--- src/rtl/ir_tx_prog.sv ---
// Bus-programmable IR packet transmitter: start burst, select burst and four
// command bits (MSB first), each followed by a gap, on a programmable carrier.
module ir_tx_prog #(
    parameter logic [7:0] BASE_ADDR     = 8'h90,
    parameter int         PERIOD_CYCLES = 5_000_000,
    parameter int         DEF_HALF      = 625,
    parameter int         DEF_START     = 88,
    parameter int         DEF_SELECT    = 22,
    parameter int         DEF_GAP       = 40,
    parameter int         DEF_ASSERT    = 44,
    parameter int         DEF_DEASSERT  = 22
) (
    input  logic       CLK,
    input  logic       RST,
    input  logic [7:0] ADDR_IN,
    input  logic       BUS_WE,
    input  logic [7:0] DATA_IN,
    output logic       IR_LED,
    output logic       BUSY,
    output logic       PKT_DONE
);

    localparam int              CW          = $clog2(PERIOD_CYCLES + 1);
    localparam logic [CW-1:0]   PERIOD_LAST = CW'(PERIOD_CYCLES - 1);
    localparam logic [10:0]     HALF_RST    = 11'(DEF_HALF);
    localparam logic [7:0]      START_RST   = 8'(DEF_START);
    localparam logic [7:0]      SELECT_RST  = 8'(DEF_SELECT);
    localparam logic [7:0]      GAP_RST     = 8'(DEF_GAP);
    localparam logic [7:0]      ASSERT_RST  = 8'(DEF_ASSERT);
    localparam logic [7:0]      DEASSERT_RST = 8'(DEF_DEASSERT);

    typedef enum logic [2:0] {
        S_IDLE, S_START, S_GAP_A, S_SELECT, S_GAP_B, S_BIT, S_BIT_GAP
    } state_t;

    // Zero-valued lengths/half-periods behave as 1; result is segment clocks minus one.
    function automatic logic [19:0] seg_last(input logic [7:0] len, input logic [10:0] half);
        logic [8:0]  two_len;
        logic [10:0] h;
        two_len = (len == 8'd0) ? 9'd2 : {len, 1'b0};
        h       = (half == 11'd0) ? 11'd1 : half;
        return (20'(two_len) * 20'(h)) - 20'd1;
    endfunction

    function automatic logic [10:0] half_eff(input logic [10:0] half);
        return (half == 11'd0) ? 11'd1 : half;
    endfunction

    logic [3:0]    cmd_r;
    logic [7:0]    start_r, select_r, gap_r, assert_r, deassert_r;
    logic [10:0]   half_r;
    logic          enable_r, oneshot_r;
    logic [CW-1:0] period_cnt_r;

    logic [3:0]    cmd_sh_r;
    logic [7:0]    start_sh_r, select_sh_r, gap_sh_r, assert_sh_r, deassert_sh_r;
    logic [10:0]   half_sh_r;

    state_t        state_r;
    logic [19:0]   seg_cnt_r;
    logic [10:0]   half_cnt_r;
    logic [1:0]    bit_idx_r;
    logic          led_r, busy_r, done_r;

    logic [7:0]    offset_s;
    logic          wr_s, cont_s, trigger_s;
    logic          half_wrap_s, burst_s, nxt_burst_s;
    logic [1:0]    prev_idx_s;
    logic [7:0]    nxt_len_s;
    state_t        nxt_state_s;

    assign offset_s    = ADDR_IN - BASE_ADDR;
    assign wr_s        = BUS_WE && (offset_s < 8'd9);
    assign cont_s      = enable_r && !oneshot_r;
    assign trigger_s   = (cont_s && (period_cnt_r == PERIOD_LAST)) ||
                         (enable_r && oneshot_r && wr_s && (offset_s == 8'd8) && DATA_IN[2]);
    assign half_wrap_s = (half_cnt_r == (half_sh_r - 11'd1));
    assign burst_s     = (state_r == S_START) || (state_r == S_SELECT) || (state_r == S_BIT);
    assign prev_idx_s  = bit_idx_r - 2'd1;

    // Successor segment: which state, its length and whether it is a carrier burst.
    always_comb begin
        nxt_state_s = S_IDLE;
        nxt_len_s   = gap_sh_r;
        nxt_burst_s = 1'b0;
        case (state_r)
            S_START:   begin nxt_state_s = S_GAP_A;  nxt_len_s = gap_sh_r; end
            S_GAP_A:   begin nxt_state_s = S_SELECT; nxt_len_s = select_sh_r; nxt_burst_s = 1'b1; end
            S_SELECT:  begin nxt_state_s = S_GAP_B;  nxt_len_s = gap_sh_r; end
            S_GAP_B:   begin
                nxt_state_s = S_BIT;
                nxt_len_s   = cmd_sh_r[bit_idx_r] ? assert_sh_r : deassert_sh_r;
                nxt_burst_s = 1'b1;
            end
            S_BIT:     begin nxt_state_s = S_BIT_GAP; nxt_len_s = gap_sh_r; end
            S_BIT_GAP: begin
                nxt_state_s = S_BIT;
                nxt_len_s   = cmd_sh_r[prev_idx_s] ? assert_sh_r : deassert_sh_r;
                nxt_burst_s = 1'b1;
            end
            default:   begin nxt_state_s = S_IDLE; nxt_len_s = gap_sh_r; nxt_burst_s = 1'b0; end
        endcase
    end

    // Bus-writable register file.
    always_ff @(posedge CLK) begin
        if (RST) begin
            cmd_r      <= 4'd0;
            start_r    <= START_RST;
            select_r   <= SELECT_RST;
            gap_r      <= GAP_RST;
            assert_r   <= ASSERT_RST;
            deassert_r <= DEASSERT_RST;
            half_r     <= HALF_RST;
            enable_r   <= 1'b0;
            oneshot_r  <= 1'b0;
        end else if (wr_s) begin
            case (offset_s)
                8'd0:    cmd_r        <= DATA_IN[3:0];
                8'd1:    start_r      <= DATA_IN;
                8'd2:    select_r     <= DATA_IN;
                8'd3:    gap_r        <= DATA_IN;
                8'd4:    assert_r     <= DATA_IN;
                8'd5:    deassert_r   <= DATA_IN;
                8'd6:    half_r[7:0]  <= DATA_IN;
                8'd7:    half_r[10:8] <= DATA_IN[2:0];
                8'd8:    begin enable_r <= DATA_IN[0]; oneshot_r <= DATA_IN[1]; end
                default: cmd_r        <= cmd_r;
            endcase
        end
    end

    // Continuous-mode period counter, parked at zero outside continuous mode.
    always_ff @(posedge CLK) begin
        if (RST || !cont_s || (period_cnt_r == PERIOD_LAST)) begin
            period_cnt_r <= '0;
        end else begin
            period_cnt_r <= period_cnt_r + CW'(1);
        end
    end

    // Packet sequencer with shadowed timing and registered LED/BUSY/PKT_DONE.
    always_ff @(posedge CLK) begin
        if (RST) begin
            state_r       <= S_IDLE;
            seg_cnt_r     <= 20'd0;
            half_cnt_r    <= 11'd0;
            bit_idx_r     <= 2'd0;
            led_r         <= 1'b0;
            busy_r        <= 1'b0;
            done_r        <= 1'b0;
            cmd_sh_r      <= 4'd0;
            start_sh_r    <= START_RST;
            select_sh_r   <= SELECT_RST;
            gap_sh_r      <= GAP_RST;
            assert_sh_r   <= ASSERT_RST;
            deassert_sh_r <= DEASSERT_RST;
            half_sh_r     <= HALF_RST;
        end else begin
            done_r <= 1'b0;
            case (state_r)
                S_IDLE: begin
                    led_r  <= 1'b0;
                    busy_r <= 1'b0;
                    if (trigger_s) begin
                        cmd_sh_r      <= cmd_r;
                        start_sh_r    <= start_r;
                        select_sh_r   <= select_r;
                        gap_sh_r      <= gap_r;
                        assert_sh_r   <= assert_r;
                        deassert_sh_r <= deassert_r;
                        half_sh_r     <= half_eff(half_r);
                        seg_cnt_r     <= seg_last(start_r, half_r);
                        half_cnt_r    <= 11'd0;
                        bit_idx_r     <= 2'd3;
                        state_r       <= S_START;
                        led_r         <= 1'b1;
                        busy_r        <= 1'b1;
                    end
                end
                S_START, S_GAP_A, S_SELECT, S_GAP_B, S_BIT, S_BIT_GAP: begin
                    if (seg_cnt_r == 20'd0) begin
                        half_cnt_r <= 11'd0;
                        if ((state_r == S_BIT_GAP) && (bit_idx_r == 2'd0)) begin
                            state_r <= S_IDLE;
                            led_r   <= 1'b0;
                            busy_r  <= 1'b0;
                        end else begin
                            state_r   <= nxt_state_s;
                            seg_cnt_r <= seg_last(nxt_len_s, half_sh_r);
                            led_r     <= nxt_burst_s;
                            if (state_r == S_BIT_GAP) begin
                                bit_idx_r <= prev_idx_s;
                            end
                        end
                    end else begin
                        seg_cnt_r  <= seg_cnt_r - 20'd1;
                        half_cnt_r <= half_wrap_s ? 11'd0 : (half_cnt_r + 11'd1);
                        if (burst_s && half_wrap_s) begin
                            led_r <= ~led_r;
                        end
                        // Gaps last at least two clocks, so the final cycle is always foreseeable.
                        done_r <= (state_r == S_BIT_GAP) && (bit_idx_r == 2'd0) && (seg_cnt_r == 20'd1);
                    end
                end
                default: begin
                    state_r <= S_IDLE;
                    led_r   <= 1'b0;
                    busy_r  <= 1'b0;
                end
            endcase
        end
    end

    assign IR_LED   = led_r;
    assign BUSY     = busy_r;
    assign PKT_DONE = done_r;

endmodule

--- config.mk ---
export PLATFORM = sky130hd
export DESIGN_NAME = ir_tx_prog
export DESIGN_NICKNAME = d
export VERILOG_FILES = /design/src/rtl/ir_tx_prog.sv
export SDC_FILE = /design/constraint.sdc
export NUM_CORES = 1
export LEC_CHECK = 0
export CAP_MARGIN = 0
export CORE_MARGIN = 2
export CORE_UTILIZATION = 27
export DETAILED_ROUTE_END_ITERATION = 8
export GPL_TIMING_DRIVEN = 0
export HOLD_SLACK_MARGIN = 0.12
export SLEW_MARGIN = 20
export SYNTH_ARGS = -nofsm -noshare
export SYNTH_HDL_FRONTEND = slang
export SYNTH_SLANG_ARGS = --single-unit
--- constraint.sdc ---
create_clock -name CLK -period 21.4 [get_ports CLK]
set_input_delay 4.28 -clock CLK [delete_from_list [all_inputs] [get_ports CLK]]
set_output_delay 4.28 -clock CLK [all_outputs]
set_load 0.005 [all_outputs]
==> summary.txt, run 1 <==
Timing
  • Final hold violations: 0
  • Worst Max-Slew Pin Slew: 0.980 ns
  • RSZ-0062 raised after global routing: no
  • Worst Slack Setup Final: 13.38 ns
  • Final period utilization: 37.5%
  • Clock skew: 0.0271 ns
  • Fmax: 125 MHz
  • Post-layout min period: 8.02 ns
  • Setup TNS: 0 ns
  • Max-slew violations: 0
  • Slew headroom: 34.3%
  • Setup violators final: 0

Clock network
  • CTS Hold Bufs: 0
  • CTS Root Cell: clkbuf_16
  • CTS Buffer Depth: 2
  • CTS clock-pin slew for the worst setup and hold paths: 0.07 ns
  • Clk Latency, worst-skew pair: 0.44 ns
  • CTS tree: built
  • Number of buffers created by CTS: 17
  • Post-cts gate resize count: 0
  • Clk sinks: 166
  • Depth of the CTS H-tree: 4
  • Post-CTS Repair Setup Buffers: 0

Logic synthesis
  • Synth area leaders: dfxtp_1 (23%), fa_1 (17%), ha_1 (11%)
  • Number of synthesized flops with an enable pin: 0
  • Seq/Total Area, Yosys: 23.4%
  • Flops & latches, synth: 166
  • Syn avg cell area: 8.45 sq um
  • Synth Instances: 1682
  • Post-synthesis cell type count: 70
  • Synthesized cell area: 14200 sq um
  • Top cell type's share of synthesized area: 23.4%
  • Synth Flop Type: dfxtp_1
  • Post-synth ARST share: 0%
  • Syn_nets: 1946
  • Cell taking the most area after synthesis: dfxtp_1
  • Syn. warnings: 0

Setup path
  • Worst Setup Path Type: flop to flop
  • CP endpoint kind: flop
  • Worst Path Max Fanout: 10
  • Startpoint Class: flop
  • CP arrival: 8.39 ns
  • Critical Path RT: 21.77 ns

GRT
  • Vias in the first global route: 12000
  • Gr usage total: 14.5%
  • Global routing usage on met1: 19.3%
  • Initial antenna violation count: 1
  • Busiest grt layer: met2
  • Grt met3 use: 2.01%
  • Total global routing overflow: 0
  • GRT met2 Usage: 24.4%
  • First-pass GRT wire length: 62800 um
  • Largest net degree at the start of global routing: 17

Power and ir drop
  • Pwr/cell area: 41.6 nW/um^2
  • Pleak: 0.00657 uW
  • Maximum vdd drop: 0.0430 mV

Min path
  • HP Class: flop to flop

Finish
  • Layout area overhead: 11.6%
  • Commonest non-fill, non-tap cell in the layout: nand2_1
  • Commonest cells after routing, fill and taps aside: nand2_1 (258), dfxtp_1 (166), nor2_1 (161), inv_1 (140), ha_1 (127)
  • # fillers: 5530
  • Area of the multi-input gates: 9990 sq um
  • # nets final: 1981
  • Diodes inserted: 0
  • Post-layout util: 30.3%
  • FF+latch area: 3320 sq um
  • Layout cells sized above 1: 3.70%

Routing
  • Starting DRT DRC Count: 834
  • Vias per inst: 4.95
  • Post-DRT Antenna Nets: 0
  • Drt pass-1 iters: 5
  • Via count: 12000
  • DR WL/cell: 16.0 um
  • # DRC: 0
  • Total Wirelength: 38500 um

Floorplan
  • Chip Width: 233 um
  • Core ar.: 52300 sq um
  • Height of the die: 233 um
  • DIE AREA: 54500 sq um
  • Core Rows: 84
  • Num ports: 22
  • Initial Utilization: 27.2%

Placed design
  • Port Buffers: 16
  • GP Congestion: 0.914
  • Setup WS pre-CTS: 13.38 ns
  • Final HPWL from detailed placement: 29900 um

Run status
  • Status: complete, no violations

Job
  • Max_cap viols: 0
## worst max-delay path, cell delays in order, from the launching register on
cell,delay (ns)
dfxtp_1,0.40
inv_1,0.10
ha_1,0.34
mux4_2,0.29
buf_4,0.20
mux2i_1,0.19
o221ai_2,0.16
nor2_2,0.46
nor4b_1,0.30
nand4b_1,0.28
nand2_1,0.34
nand2_1,0.12
fa_1,0.51
inv_1,0.05
fa_1,0.51
fa_1,0.45
fa_1,0.49
ha_1,0.30
ha_1,0.35
nor2b_1,0.16
o31ai_1,0.45
a211oi_1,0.19
o21ai_0,0.35
a22oi_1,0.14
xnor2_1,0.17
a2111oi_1,0.46
a32o_1,0.18
## state kept, by name, summed over array words and instances (netlist names), 3 cells and up
signal         flops
period_cnt_r      23
seg_cnt_r         20
half_cnt_r        11
half_r            11
half_sh_r         11
assert_r           8
assert_sh_r        8
deassert_r         8
deassert_sh_r      8
gap_r              8
gap_sh_r           8
select_r           8
select_sh_r        8
start_r            8
cmd_r              4
cmd_sh_r           4
state_r            3
## cell families (layout without fill, tap and decap cells)
group / after synthesis / after routing / synth area share [%]
AOI/OAI and AO/OA: 241 / 241 / 11.6
muxes: 55 / 55 / 4.06
xor gates and xnor gates: 84 / 84 / 5.17
buffers and inverters: 236 / 282 / 6.49
DFF: 166 / 166 / 23.4
and+or+nand+nor: 655 / 655 / 21.5
adders and majority gates: 245 / 245 / 27.8
## through the flow
step / cells / area (sq um) / total power, uW / hold slack (ns)
after floorplan: 1682 / 14200 / 329 / 0.418
after global placement: 2386 / 15200 / 339 / 0.432
after detailed placement: 2386 / 15300 / 339 / 0.445
after CTS: 2416 / 15900 / 664 / 0.461
after global routing: 2416 / 15900 / 680 / 0.478
final: 2416 / 15900 / 661 / 0.453
## worst paths after layout
path | startpoint | endpoint | slack, ns | cells past startpoint
worst max-delay path | bit_idx_r[0]$_SDFFE_PP0P_ | seg_cnt_r[18]$_SDFFE_PP0P_ | 13.38 | 26
worst min-delay path | period_cnt_r[0]$_SDFF_PP0_ | period_cnt_r[0]$_SDFF_PP0_ | 0.45 | 1
worst min register to register | period_cnt_r[0]$_SDFF_PP0_ | period_cnt_r[0]$_SDFF_PP0_ | 0.45 | 1
worst max register to register | bit_idx_r[0]$_SDFFE_PP0P_ | seg_cnt_r[18]$_SDFFE_PP0P_ | 13.38 | 26
## synthesized netlist by cell type, types with 37 or more instances
library cell,number
a21oi_1,71
and2_1,37
clkbuf_1,78
dfxtp_1,166
fa_1,118
ha_1,127
inv_1,140
mux2i_1,52
nand2_1,258
nand3_1,39
nor2_1,161
nor2b_1,48
xnor2_1,40
xor2_1,44
## layout make-up
cell class	instances	area share, %
sequential	166	20.9
tap	688	5.42
inverter	140	3.31
buffer	96	2.51
clock buffer	20	2.81
clock inverter	10	1.07
multi-input combinational	1280	62.9
timing repair buffer	16	1.01
## metal layers
| layer | part of all wire (%) | vias to the layer above |
|---|---|---|
| met1 | 46 | 5902 |
| met3 | 4.7 | 59 |
| met5 | 0 | - |
| li1 | - | 5695 |
| met4 | 2.2 | 0 |
| met2 | 47 | 300 |
## report_power, final
group / internal, uW / leakage (uW) / switching [uW]
Sequential: 309 / 0.00134 / 0.122
Clock: 199 / 0.000294 / 130
Combinational: 7.45 / 0.00494 / 16.0
No activity file was read; power rests on OpenSTA's default activity.
==> inputs of run 2 (changes only) <==
==> constraint.sdc (replaced) <==
create_clock -name CLK -period 6.8 [get_ports CLK]
set_input_delay 1.36 -clock CLK [delete_from_list [all_inputs] [get_ports CLK]]
set_output_delay 1.36 -clock CLK [all_outputs]
set_load 0.005 [all_outputs]
==> summary.txt, run 2 (synthesized netlist as in run 1, its figures left out) <==
Run status
  • Status: complete, but fails checks
  • Failing checks: setup timing

Clock network
  • Clk sinks: 166
  • Depth of the CTS H-tree: 4
  • CTS tree: built
  • CTS Buffer Depth: 2
  • CTS Root Cell: clkbuf_16
  • Number of buffers created by CTS: 17
  • Clk Latency, worst-skew pair: 0.44 ns
  • CTS clock-pin slew for the worst setup and hold paths: 0.07 ns

Placed design
  • GP Congestion: 0.914
  • Placed cell count: 2386
  • Area after DPL: 15300 sq um
  • Port Buffers: 16
  • Final HPWL from detailed placement: 29900 um

Timing
  • RSZ-0062 raised after global routing: yes
  • Max-slew violations: 0
  • Setup violators final: 1
  • Worst Slack Setup Final: -0.0252 ns
  • Final hold violations: 0
  • Fmax: 147 MHz
  • Final period utilization: 100%
  • Clock skew: 0.0264 ns
  • Post-layout min period: 6.83 ns
  • Worst Max-Slew Pin Slew: 0.957 ns
  • Slew headroom: 35.8%

Finish
  • Biggest register: period_cnt_r
  • Final std cells w/o fill: 2430
  • Diodes inserted: 0
  • Commonest cells after routing, fill and taps aside: nand2_1 (256), dfxtp_1 (164), nor2_1 (161), inv_1 (138), fa_1 (116)
  • # nets final: 1995
  • Top Registers: period_cnt_r x23, seg_cnt_r x20
  • Layout cells sized above 1: 7.75%
  • Post-layout util: 31.3%
  • # fillers: 5475
  • Commonest non-fill, non-tap cell in the layout: nand2_1
  • Post-route cell area: 16400 sq um
  • Layout area overhead: 15.3%
  • Max reg flops: 23

GRT
  • Initial antenna violation count: 1
  • Gr usage total: 14.7%
  • Total global routing overflow: 0
  • First-pass GRT wire length: 63500 um
  • Vias in the first global route: 12200
  • Largest net degree at the start of global routing: 17

Routing
  • Starting DRT DRC Count: 825
  • Via count: 12000
  • Post-DRT Antenna Nets: 0
  • DR WL/cell: 16.1 um
  • Vias per inst: 4.94
  • # DRC: 0
  • Total Wirelength: 39100 um
  • Drt pass-1 iters: 6

Setup path
  • Critical Path RT: 7.09 ns
  • Worst R2R Setup Slack: -0.03 ns
  • CP startpoint: bit_idx_r[0]$_SDFFE_PP0P_
  • Delay-heaviest family, CP: adder cells
  • Most used cell, CP: fa_1
  • Max incr delay on CP: 0.56 ns
  • CP endpoint kind: flop
  • CP Buf/Inv Count: 3
  • Worst r2r path cells: 26
  • Worst r2r dst: seg_cnt_r[19]$_SDFFE_PP0P_
  • Worst Setup Path Type: flop to flop
  • CP arrival: 7.11 ns
  • Worst Path Max Fanout: 7
  • Startpoint Class: flop
  • Slowest-stage cell, CP: fa_1
  • Worst r2r src: bit_idx_r[0]$_SDFFE_PP0P_

Min path
  • WHS Path Cells: 1
  • HP Class: flop to flop
  • Hold path startpoint: period_cnt_r[0]$_SDFF_PP0_
  • Worst min-delay path endpoint: period_cnt_r[0]$_SDFF_PP0_

Floorplan
  • Initial Utilization: 27.2%
  • Chip Width: 233 um
  • Core ar.: 52300 sq um
  • DIE AREA: 54500 sq um
  • Num ports: 22
  • Core Rows: 84
  • Height of the die: 233 um

Power and ir drop
  • Pwr/cell area: 127 nW/um^2
  • Maximum vdd drop: 0.136 mV
  • Pleak: 0.00669 uW

Job
  • Max_cap viols: 0
[run 2: layer usage]
layer  vias to the layer above  global-route usage (%)  routed length [um]
li1                       5713                       -                   -
met1                      5942                    19.4               18100
met2                       290                    24.5               18500
met3                        65                    2.03                1610
met4                         0                    4.81                 910
met5                         -                       0                   0
[run 2: what timing repair did]
item	4_1_cts	5_1_grt
endpoints found under the setup margin	13	10
hold buffers	0	0
pin swaps	18	43
cloned	0	0
setup buffers	11	6
resized for setup	33	43
[run 2: through the flow]
step | setup WS, ns | TNS, ns | power, uW | hold slack [ns]
4_1_cts | 0.00642 | 0 | 2090 | 0.461
3_3_place_gp | -1.12 | -7.47 | 1070 | 0.432
5_1_grt | -0.245 | -0.899 | 2140 | 0.478
3_5_place_dp | -1.22 | -8.44 | 1070 | 0.445
2_1_floorplan | 0.0798 | 0 | 1030 | 0.418
6_report | -0.0252 | -0.0252 | 2080 | 0.453
[run 2: power by group]
| part | leakage, uW | switching, uW | internal (uW) |
|---|---|---|---|
| sequential | 0.00134 | 0.382 | 972 |
| combinational | 0.00506 | 50.9 | 23.6 |
| clock | 0.000294 | 407 | 625 |
| total | 0.00669 | 458 | 1620 |
[run 2: area by class of cell]
cell class / count / area, sq um / share of cell area, %
clock inverter: 10 / 170 / 1.04
inverter: 140 / 528 / 3.22
multi-input combinational: 1280 / 10400 / 63.2
buffer: 93 / 399 / 2.43
tap: 688 / 861 / 5.25
clock buffer: 20 / 447 / 2.72
sequential: 166 / 3330 / 20.3
timing repair buffer: 33 / 295 / 1.80
[run 2: worst max path at each step]
stage / slack, ns / cells past startpoint / to
after floorplan: 0.08 / 26 / seg_cnt_r[18]$_SDFFE_PP0P_
after global placement: -1.12 / 26 / seg_cnt_r[18]$_SDFFE_PP0P_
after detailed placement: -1.22 / 26 / seg_cnt_r[18]$_SDFFE_PP0P_
after CTS: 0.006 / 27 / seg_cnt_r[19]$_SDFFE_PP0P_
after global routing: -0.24 / 27 / seg_cnt_r[18]$_SDFFE_PP0P_
final: -0.03 / 26 / seg_cnt_r[19]$_SDFFE_PP0P_
==> inputs of run 3 (changes only) <==
--- a/config.mk
+++ b/config.mk
@@ -6,11 +6,14 @@
 export NUM_CORES = 1
 export LEC_CHECK = 0
 export CAP_MARGIN = 0
+export CELL_PAD_IN_SITES_DETAIL_PLACEMENT = 0
+export CELL_PAD_IN_SITES_GLOBAL_PLACEMENT = 1
 export CORE_MARGIN = 2
 export CORE_UTILIZATION = 27
 export DETAILED_ROUTE_END_ITERATION = 8
 export GPL_TIMING_DRIVEN = 0
 export HOLD_SLACK_MARGIN = 0.12
+export PLACE_DENSITY_LB_ADDON = 0.1
 export SLEW_MARGIN = 20
 export SYNTH_ARGS = -nofsm -noshare
 export SYNTH_HDL_FRONTEND = slang
==> summary.txt, run 3 (synthesized netlist as in run 1, its figures left out) <==
Run status
  • Status: complete, no violations

Routing
  • Starting DRT DRC Count: 599
  • Total Wirelength: 46400 um
  • Via count: 11600
  • Vias per inst: 4.76
  • Post-DRT Antenna Nets: 0
  • Drt pass-1 iters: 5
  • DR WL/cell: 19.1 um
  • # DRC: 0

Timing
  • Final hold violations: 0
  • Worst Max-Slew Pin Slew: 1.05 ns
  • Worst hold-check slack: 0.452 ns
  • Setup violators final: 0
  • Fmax: 148 MHz
  • Post-layout min period: 6.77 ns
  • Max-slew violations: 0
  • RSZ-0062 raised after global routing: yes
  • Slew headroom: 29.8%
  • Final period utilization: 99.6%
  • Clock skew: 0.0146 ns

Finish
  • Commonest cells after routing, fill and taps aside: nand2_1 (254), dfxtp_1 (163), nor2_1 (160), inv_1 (137), fa_1 (115)
  • # fillers: 5641
  • Commonest non-fill, non-tap cell in the layout: nand2_1
  • Post-route cell area: 16500 sq um
  • Layout cells sized above 1: 8.66%
  • Area of the multi-input gates: 10500 sq um
  • Max reg flops: 23
  • FF+latch area: 3330 sq um
  • Post-layout util: 31.5%
  • Top Registers: period_cnt_r x23, seg_cnt_r x20
  • Biggest register: period_cnt_r
  • # nets final: 1996
  • Layout area overhead: 16.0%

Floorplan
  • Num ports: 22
  • Initial Utilization: 27.2%
  • Chip Width: 233 um
  • Height of the die: 233 um
  • Core Rows: 84
  • Core ar.: 52300 sq um
  • DIE AREA: 54500 sq um

Clock network
  • CTS tree: built
  • CTS Root Cell: clkbuf_16
  • CTS clock-pin slew for the worst setup and hold paths: 0.08 ns
  • Clk Latency, worst-skew pair: 0.45 ns
  • Number of buffers created by CTS: 17
  • CTS Buffer Depth: 2
  • Clk sinks: 166
  • Depth of the CTS H-tree: 4
  • CTS Hold Bufs: 0

Placed design
  • Port Buffers: 16
  • Area after DPL: 15300 sq um
  • Final HPWL from detailed placement: 35500 um
  • GP Congestion: 0.794

GRT
  • Vias in the first global route: 11900
  • Total global routing overflow: 0
  • Gr usage total: 17.6%
  • Largest net degree at the start of global routing: 17
  • First-pass GRT wire length: 72100 um
  • Initial antenna violation count: 1

Power and ir drop
  • Maximum vdd drop: 0.154 mV
  • Pleak: 0.00669 uW
  • Pwr/cell area: 126 nW/um^2

Min path
  • HP Class: flop to flop

Setup path
  • Critical Path RT: 7.10 ns
  • CP endpoint kind: flop
  • CP arrival: 7.08 ns
  • Startpoint Class: flop
  • Worst Setup Path Type: flop to flop
  • Worst Path Max Fanout: 6

Job
  • Max_cap viols: 0
[run 3: area by class of cell]
type                       instances  area share, %
multi-input combinational       1281           63.6
sequential                       166           20.2
tap                              688           5.22
inverter                         140           3.20
clock buffer                      17           2.58
buffer                            94           2.45
timing repair buffer              32           1.72
clock inverter                    14           1.00
antenna                            1         0.0152
[run 3: final timing paths]
check	from	end	slack [ns]	cells after the start
max	bit_idx_r[0]$_SDFFE_PP0P_	seg_cnt_r[19]$_SDFFE_PP0P_	0.03	27
min	period_cnt_r[0]$_SDFF_PP0_	period_cnt_r[0]$_SDFF_PP0_	0.45	1
max reg2reg	bit_idx_r[0]$_SDFFE_PP0P_	seg_cnt_r[19]$_SDFFE_PP0P_	0.03	27
min reg2reg	period_cnt_r[0]$_SDFF_PP0_	period_cnt_r[0]$_SDFF_PP0_	0.45	1
[run 3: stage by stage]
stage	TNS [ns]	setup slack (ns)	std cells	power [uW]
floorplan	0	0.0798	1682	1030
global placement	-12.65	-1.43	2386	1080
detailed placement	-13.34	-1.47	2386	1080
CTS	0	0.00719	2428	2110
global route	-0.717	-0.215	2433	2160
finish	0	0.0274	2433	2080
[run 3: report_power, final]
part / total, uW / switching [uW] / internal [uW]
clock network: 1030 / 474 / 552
logic: 80.5 / 56.5 / 24.0
registers: 972 / 0.360 / 971
total: 2080 / 531 / 1550
[run 3: per-layer routing]
layer  routed length (um)  GRT usage, %
met5                    0             0
met3                 1110          1.86
met2                20800          28.0
met1                23700          25.4
met4                  759          4.21
[run 3: repair_timing]
item                                    in CTS  in global routing
endpoints found under the setup margin      14                 11
setup buffers                               12                  4
pin swaps                                   29                 56
gates cloned                                 1                  0
gates resized for setup                     59                 39
[run 3: critical path, stage by stage (launching register included)]
cell and delay (ns):
dfxtp_4 0.39, inv_4 0.05, ha_4 0.27, mux4_2 0.31, buf_8 0.16, mux2i_1 0.15, o221ai_1 0.12, o21bai_4 0.23
nor4b_4 0.28, nand4b_1 0.17, buf_6 0.17, nand2_8 0.09, nand2_4 0.05, fa_1 0.53, inv_2 0.04, fa_1 0.49
fa_1 0.46, fa_1 0.62, ha_4 0.22, ha_4 0.24, and3_4 0.19, a31oi_1 0.18, o211ai_1 0.15, a31oi_2 0.28
o211ai_1 0.13, a211o_1 0.37, a31oi_4 0.21, a211oi_2 0.09
